$ cat src/rtl/bcd_pkg.sv
// Shared types and helpers for the decimal keypad to BCD accumulator.
// The encoder and the multi-key detector are pure functions of one key sample.
package bcd_pkg;

    localparam int unsigned BCD_W = 4;
    localparam int unsigned KEY_W = 10;

    typedef enum logic [1:0] {
        IDLE    = 2'd0,
        PRESS   = 2'd1,
        HELD    = 2'd2,
        RELEASE = 2'd3
    } key_state_t;

    function automatic logic multi_hot(input logic [KEY_W-1:0] sample);
        int unsigned ones;
        ones = 0;
        for (int unsigned i = 0; i < KEY_W; i++) begin
            if (sample[i]) begin
                ones = ones + 1;
            end
        end
        return (ones > 1);
    endfunction

    // Highest set index wins. A rejected multi-key sample in single-key mode
    // still reports that index, so last_digit_o shows what was seen.
    function automatic logic [BCD_W-1:0] onehot10_to_bcd(input logic [KEY_W-1:0] sample,
                                                         input logic             multi_mode);
        logic [BCD_W-1:0] hi;
        hi = '0;
        for (int unsigned i = 0; i < KEY_W; i++) begin
            if (sample[i]) begin
                hi = BCD_W'(i);
            end
        end
        return (multi_mode || !multi_hot(sample)) ? hi : hi;
    endfunction

endpackage

$ cat src/rtl/bcd_key_debounce.sv
// Press/release debouncer for the 10-line keypad.
// commit_o is combinational so the commit lands on the edge that sees the last stable sample.
import bcd_pkg::*;

module bcd_key_debounce #(
    parameter int unsigned STABLE_CYCLES = 2
) (
    input  logic             clk,
    input  logic             rst_n,
    input  logic [KEY_W-1:0] key_i,
    output logic             commit_o,
    output logic [KEY_W-1:0] commit_key_o
);

    localparam logic [7:0] STABLE = 8'(STABLE_CYCLES);

    key_state_t       state_q, state_d;
    logic [7:0]       cnt_q, cnt_d;
    logic [KEY_W-1:0] sample_q, sample_d;

    always_ff @(posedge clk) begin
        if (!rst_n) begin
            state_q  <= IDLE;
            cnt_q    <= '0;
            sample_q <= '0;
        end else begin
            state_q  <= state_d;
            cnt_q    <= cnt_d;
            sample_q <= sample_d;
        end
    end

    always_comb begin
        state_d      = state_q;
        cnt_d        = cnt_q;
        sample_d     = sample_q;
        commit_o     = 1'b0;
        // At any commit key_i equals the stored sample, so it is the committed value.
        commit_key_o = key_i;

        case (state_q)
            IDLE: begin
                if (key_i != '0) begin
                    sample_d = key_i;
                    cnt_d    = 8'd1;
                    if (STABLE == 8'd1) begin
                        commit_o = 1'b1;
                        state_d  = HELD;
                    end else begin
                        state_d  = PRESS;
                    end
                end
            end
            PRESS: begin
                if (key_i == '0) begin
                    state_d = IDLE;
                end else if (key_i == sample_q) begin
                    cnt_d = cnt_q + 8'd1;
                    if (cnt_d == STABLE) begin
                        commit_o = 1'b1;
                        state_d  = HELD;
                    end
                end else begin
                    sample_d = key_i;
                    cnt_d    = 8'd1;
                end
            end
            HELD: begin
                if (key_i == '0) begin
                    cnt_d   = 8'd1;
                    state_d = (STABLE == 8'd1) ? IDLE : RELEASE;
                end
            end
            RELEASE: begin
                if (key_i == '0) begin
                    cnt_d = cnt_q + 8'd1;
                    if (cnt_d == STABLE) begin
                        state_d = IDLE;
                    end
                end else begin
                    state_d = HELD;
                end
            end
            default: begin
                state_d = IDLE;
            end
        endcase
    end

endmodule

$ cat src/rtl/bcd_key_accumulator.sv
// Debounced decimal keypad to NUM_DIGITS-digit BCD word, newest digit in [3:0],
// presented on a valid/ready handshake.
import bcd_pkg::*;

module bcd_key_accumulator #(
    parameter int unsigned NUM_DIGITS    = 4,
    parameter int unsigned STABLE_CYCLES = 2,
    parameter bit          MULTI_MODE    = 1'b0
) (
    input  logic                              clk,
    input  logic                              rst_n,
    input  logic [KEY_W-1:0]                  key_i,
    input  logic                              clear_i,
    input  logic                              out_ready,
    output logic                              out_valid,
    output logic [BCD_W*NUM_DIGITS-1:0]       bcd_o,
    output logic [$clog2(NUM_DIGITS+1)-1:0]   digit_count_o,
    output logic                              digit_stb_o,
    output logic [BCD_W-1:0]                  last_digit_o,
    output logic                              err_o,
    output logic                              ovf_o
);

    localparam int unsigned W  = BCD_W * NUM_DIGITS;
    localparam int unsigned CW = $clog2(NUM_DIGITS + 1);
    localparam logic [CW-1:0] FULL = CW'(NUM_DIGITS);

    logic             commit;
    logic [KEY_W-1:0] commit_key;

    bcd_key_debounce #(
        .STABLE_CYCLES (STABLE_CYCLES)
    ) u_debounce (
        .clk          (clk),
        .rst_n        (rst_n),
        .key_i        (key_i),
        .commit_o     (commit),
        .commit_key_o (commit_key)
    );

    logic [W-1:0]       bcd_q, bcd_d;
    logic [CW-1:0]      count_q, count_d;
    logic               valid_q, valid_d;
    logic [BCD_W-1:0]   last_q, last_d;
    logic               stb_q, stb_d;
    logic               err_q, err_d;
    logic               ovf_q, ovf_d;

    logic [BCD_W-1:0]   digit;
    logic [W-1:0]       digit_ext;
    logic               reject;
    logic               transfer;

    always_ff @(posedge clk) begin
        if (!rst_n) begin
            bcd_q   <= '0;
            count_q <= '0;
            valid_q <= 1'b0;
            last_q  <= '0;
            stb_q   <= 1'b0;
            err_q   <= 1'b0;
            ovf_q   <= 1'b0;
        end else begin
            bcd_q   <= bcd_d;
            count_q <= count_d;
            valid_q <= valid_d;
            last_q  <= last_d;
            stb_q   <= stb_d;
            err_q   <= err_d;
            ovf_q   <= ovf_d;
        end
    end

    always_comb begin
        digit        = onehot10_to_bcd(commit_key, MULTI_MODE);
        digit_ext    = '0;
        digit_ext[BCD_W-1:0] = digit;
        reject       = !MULTI_MODE && multi_hot(commit_key);
        transfer     = valid_q && out_ready;

        bcd_d   = bcd_q;
        count_d = count_q;
        last_d  = last_q;
        stb_d   = 1'b0;
        err_d   = 1'b0;
        ovf_d   = 1'b0;

        if (clear_i) begin
            bcd_d   = '0;
            count_d = '0;
        end else begin
            // Emptying first lets a same-edge commit become digit 1 of the next word.
            if (transfer) begin
                bcd_d   = '0;
                count_d = '0;
            end
            if (commit) begin
                last_d = digit;
                if (reject) begin
                    err_d = 1'b1;
                end else if (count_d == FULL) begin
                    ovf_d = 1'b1;
                end else begin
                    bcd_d   = (bcd_d << BCD_W) | digit_ext;
                    count_d = count_d + CW'(1);
                    stb_d   = 1'b1;
                end
            end
        end

        valid_d = (count_d == FULL);
    end

    assign bcd_o         = bcd_q;
    assign digit_count_o = count_q;
    assign out_valid     = valid_q;
    assign last_digit_o  = last_q;
    assign digit_stb_o   = stb_q;
    assign err_o         = err_q;
    assign ovf_o         = ovf_q;

endmodule
$ cat config.mk
export PLATFORM = sky130hd
export DESIGN_NAME = bcd_key_accumulator
export DESIGN_NICKNAME = d
export VERILOG_FILES = /design/src/rtl/bcd_pkg.sv /design/src/rtl/bcd_key_debounce.sv /design/src/rtl/bcd_key_accumulator.sv
export SDC_FILE = /design/constraint.sdc
export NUM_CORES = 1
export LEC_CHECK = 0
export BUFFER_PORTS_ARGS = -buffer_cell sky130_fd_sc_hd__buf_2
export CELL_PAD_IN_SITES_DETAIL_PLACEMENT = 0
export CELL_PAD_IN_SITES_GLOBAL_PLACEMENT = 2
export CORE_MARGIN = 4
export CORE_UTILIZATION = 31
export CTS_CLUSTER_DIAMETER = 40
export DETAILED_ROUTE_END_ITERATION = 16
export PLACE_DENSITY_LB_ADDON = 0.3
export SKIP_LAST_GASP = 1
export SYNTH_ARGS = -nofsm -noshare
export SYNTH_HDL_FRONTEND = slang
export SYNTH_SLANG_ARGS = --single-unit
export TNS_END_PERCENT = 30
$ cat constraint.sdc
create_clock -name clk -period 5.2 [get_ports clk]
set_input_delay 0 -clock clk [delete_from_list [all_inputs] [get_ports clk]]
set_output_delay 0 -clock clk [all_outputs]
set_load 0.02 [all_outputs]
==> results.cfg <==
[outcome]
outcome = complete, no violations

[worst_setup_path]
r2r_end = out_valid
start_kind = input port
cpMostUsedCell = ha_1
crit_path_start = key_i[0]
r2r_cells = 11
critical_path.max_stage_delay_ns = 0.33
crit_arrival_ns = 5.13
ff2ff_setup_slack_ns = 1.87
rr_startpoint = u_debounce.cnt_q[0]
cp.required_ns = 5.45
path_buf_inv = 4
crit_path_end_kind = flip-flop
slowest_stage = a2111oi_4
critPathKind = input port to flip-flop
cpLargestDelayFamily = adder cells
critPathMaxFanout = 11

[place]
hpwl_um = 6410
pre_cts_slack_ns = -0.231
place_area_mm2 = 0.00381
port_buffers = 40
gp_congestion = 0.769

[final_layout]
diodes = 0
final_net_count = 495
area_delta_synth_final_pct = 25.2
layout-drive-gt1-share_pct = 23.8
fin_area_mm2 = 0.00401

[detailed_routing]
drc = 0
drt_first_pass_iters = 4
detail_route.wl_per_cell_um = 14.2
vias_per_cell = 5.09
ant_nets = 0
num_vias = 3051
drt_iter0_drc = 125
wirelength_um = 8510

[yosys]
yosys.area.top_type_share_pct = 29.4
syn-num-nets = 425
synth_compound_area_share_pct = 21.3
synthAdderAreaFrac_pct = 5.86
synth_edf_count = 0
synthFlopType = dfxtp_1
synth_area_leaders = dfxtp_1, nor2_1, xnor2_1
yosys.area_share.simple_pct = 24.7
syn_area_mm2 = 0.00320
ys_ff_latch = 47
synth_top_family_by_area = simple AND/OR/NAND/NOR gates
synth_xor_area_share_pct = 10.1
synth_mux_area_share_pct = 3.75
yosysUniqueCellTypes = 59
syn_area_per_cell_um2 = 8.09
synthArstFlopShare_pct = 0
yosysTopAreaCell = dfxtp_1
syn-instance-count = 396
ys.warnings.count = 0
synth-seq-area-share_pct = 29.4

[timing]
finalCritPeriodShare_pct = 93.8
max_freq_mhz = 205
timing.slew.headroom_pct = 50.5
finalSetupViolCount = 0
fin_skew_ns = 0.00856
fin_crit_ns = 4.88
slew_viol_final = 0
tightest_slew_ns = 0.741
finalHoldViolations = 0
setup_ws_ns = 0.321

[hold_path]
min_path_cells = 3
min_from = clear_i
hold-path-endpoint = digit_stb_o
holdCritPathClass = input port to flip-flop

[cts]
clkTransAtPathRegs_ns = 0.10
numCtsBuffers = 5
cts_root_buffer = clkbuf_8
cts_max_level = 2
cts_num_sinks = 47
cts_tree = built
clk_path_buf_depth = 2
clk_latency_ns = 0.30

[floorplanning]
die_w_um = 110
die_h_um = 110
initial_core_util_pct = 32.3
ios = 41
dieArea_mm2 = 0.0120
coreArea_mm2 = 0.00991
placementRows = 36

[power]
power.density_mw_per_mm2 = 283
ir_drop_uv = 198
p_leak_nw = 1.63

[grt]
grt_pass1_vias = 2891
grt.total_usage_pct = 14.3
grt_max_degree = 26
overflow = 0
antenna_found_initial = 0
grt_pass1_wl_um = 14000

[run]
drv_cap = 0
-- worst reg2reg max path, delay by kind of cell (launching register included) --
family | cells | cell delay, ns
fa+ha+maj | 1 | 0.27
compound gates | 5 | 1.45
flops | 1 | 0.46
simple gates | 5 | 1.07
-- where the power goes --
group / switching, mW / leakage [nW] / internal [mW]
clock network: 0.136 / 0.0548 / 0.145
logic: 0.242 / 1.19 / 0.242
registers: 0.00510 / 0.382 / 0.365
total: 0.384 / 1.63 / 0.752
-- layout by cell type (no fill, tap or decap), types with 5 or more instances in the layout --
master     count
a21oi_1       30
nand3_1       11
nand2_1       28
o21ai_0       11
o21bai_1       5
a22oi_1       11
ha_1          13
dfxtp_1       47
mux2i_1       12
nand3b_1       7
and3_1         9
nand4_1        7
xor2_1         5
o2111ai_1      7
nor2_1        56
clkbuf_8       5
nor3_1         8
buf_4         40
xnor2_1       22
buf_2         40
inv_1         15
-- sequential cells by signal (all words and copies together), names as in the netlist, named ones only --
signal / flops
u_debounce.sample_q: 10
u_debounce.state_q: 1
bcd_o: 16
digit_count_o: 3
out_valid: 1
digit_stb_o: 1
last_digit_o: 4
u_debounce.cnt_q: 8
ovf_o: 1
err_o: 1
-- routing by layer --
layer  up-vias  share of wire, %  track usage, %  wire length [um]
li1       1567                 -               -                 -
met1      1435                51            20.9              4360
met2        45                45            22.8              3830
met3         4               3.2            2.17               273
met4         0              0.45            2.05                38
met5         -                 0               0                 0
-- per-stage QoR --
step / cells / utilization [%] / setup TNS (ns) / total power, mW / hold WS, ns
after floorplan: 396 / - / 0 / 0.672 / 0.164
after global placement: 589 / 38.4 / -0.641 / 0.836 / 0.401
after detailed placement: 589 / 38.4 / -2.57 / 0.837 / 0.414
after CTS: 597 / 39.6 / 0 / 1.12 / 0.0961
after global routing: 600 / 40.5 / -0.101 / 1.21 / 0.107
final: 600 / 40.5 / 0 / 1.14 / 0.0984
-- cell usage after synthesis (all sizes together), types with 2 or more instances --
master    n
a2111oi   5
a211o     2
a211oi    5
a21oi    30
a22oi    11
a31oi     2
a41oi     3
and2      3
and3      9
buf       8
clkbuf   11
dfxtp    47
ha       15
inv      17
mux2i    12
nand2    29
nand2b    4
nand3    12
nand3b    7
nand4     7
nand4b    3
nor2     56
nor2b     2
nor3      8
nor3b     2
nor4      3
o2111ai   7
o211ai    4
o21a      2
o21ai    12
o21bai    5
or2       3
or3       5
or4bb     2
xnor2    23
xnor3     2
xor2      6
-- worst max path at each step --
stage / to / cells after the start / slack [ns]
final: out_valid / 30 / 0.32
after global routing: out_valid / 31 / -0.05
after CTS: out_valid / 27 / 0.09
after detailed placement: out_valid / 27 / -0.23
after global placement: bcd_o[12] / 27 / -0.12
after floorplan: bcd_o[12] / 26 / 0.02
-- kinds of logic (layout without fill, tap and decap cells) --
logic type	Yosys count	count (layout)
flops	47	47
xor+xnor	32	32
simple gates	157	157
mux	12	12
fa+ha+maj	15	15
buf+inv	37	108
compound gates	96	96
-- layout make-up --
| type | count | area, um^2 |
|---|---|---|
| flip-flops and latches | 47 | 941 |
| well taps | 133 | 166 |
| clock buffers | 5 | 68.8 |
| inverters | 18 | 68.8 |
| clock inverters | 3 | 46.3 |
| repair buffers | 82 | 546 |
| fillers | 1071 | 5900 |
| multi-input cells | 312 | 2170 |
-- timing repair --
item,CTS,global route
setup buffers,0,2
gates resized for setup,0,11
hold buffers,0,0
setup endpoints to repair,0,22
(Power assumes the default switching activity.)
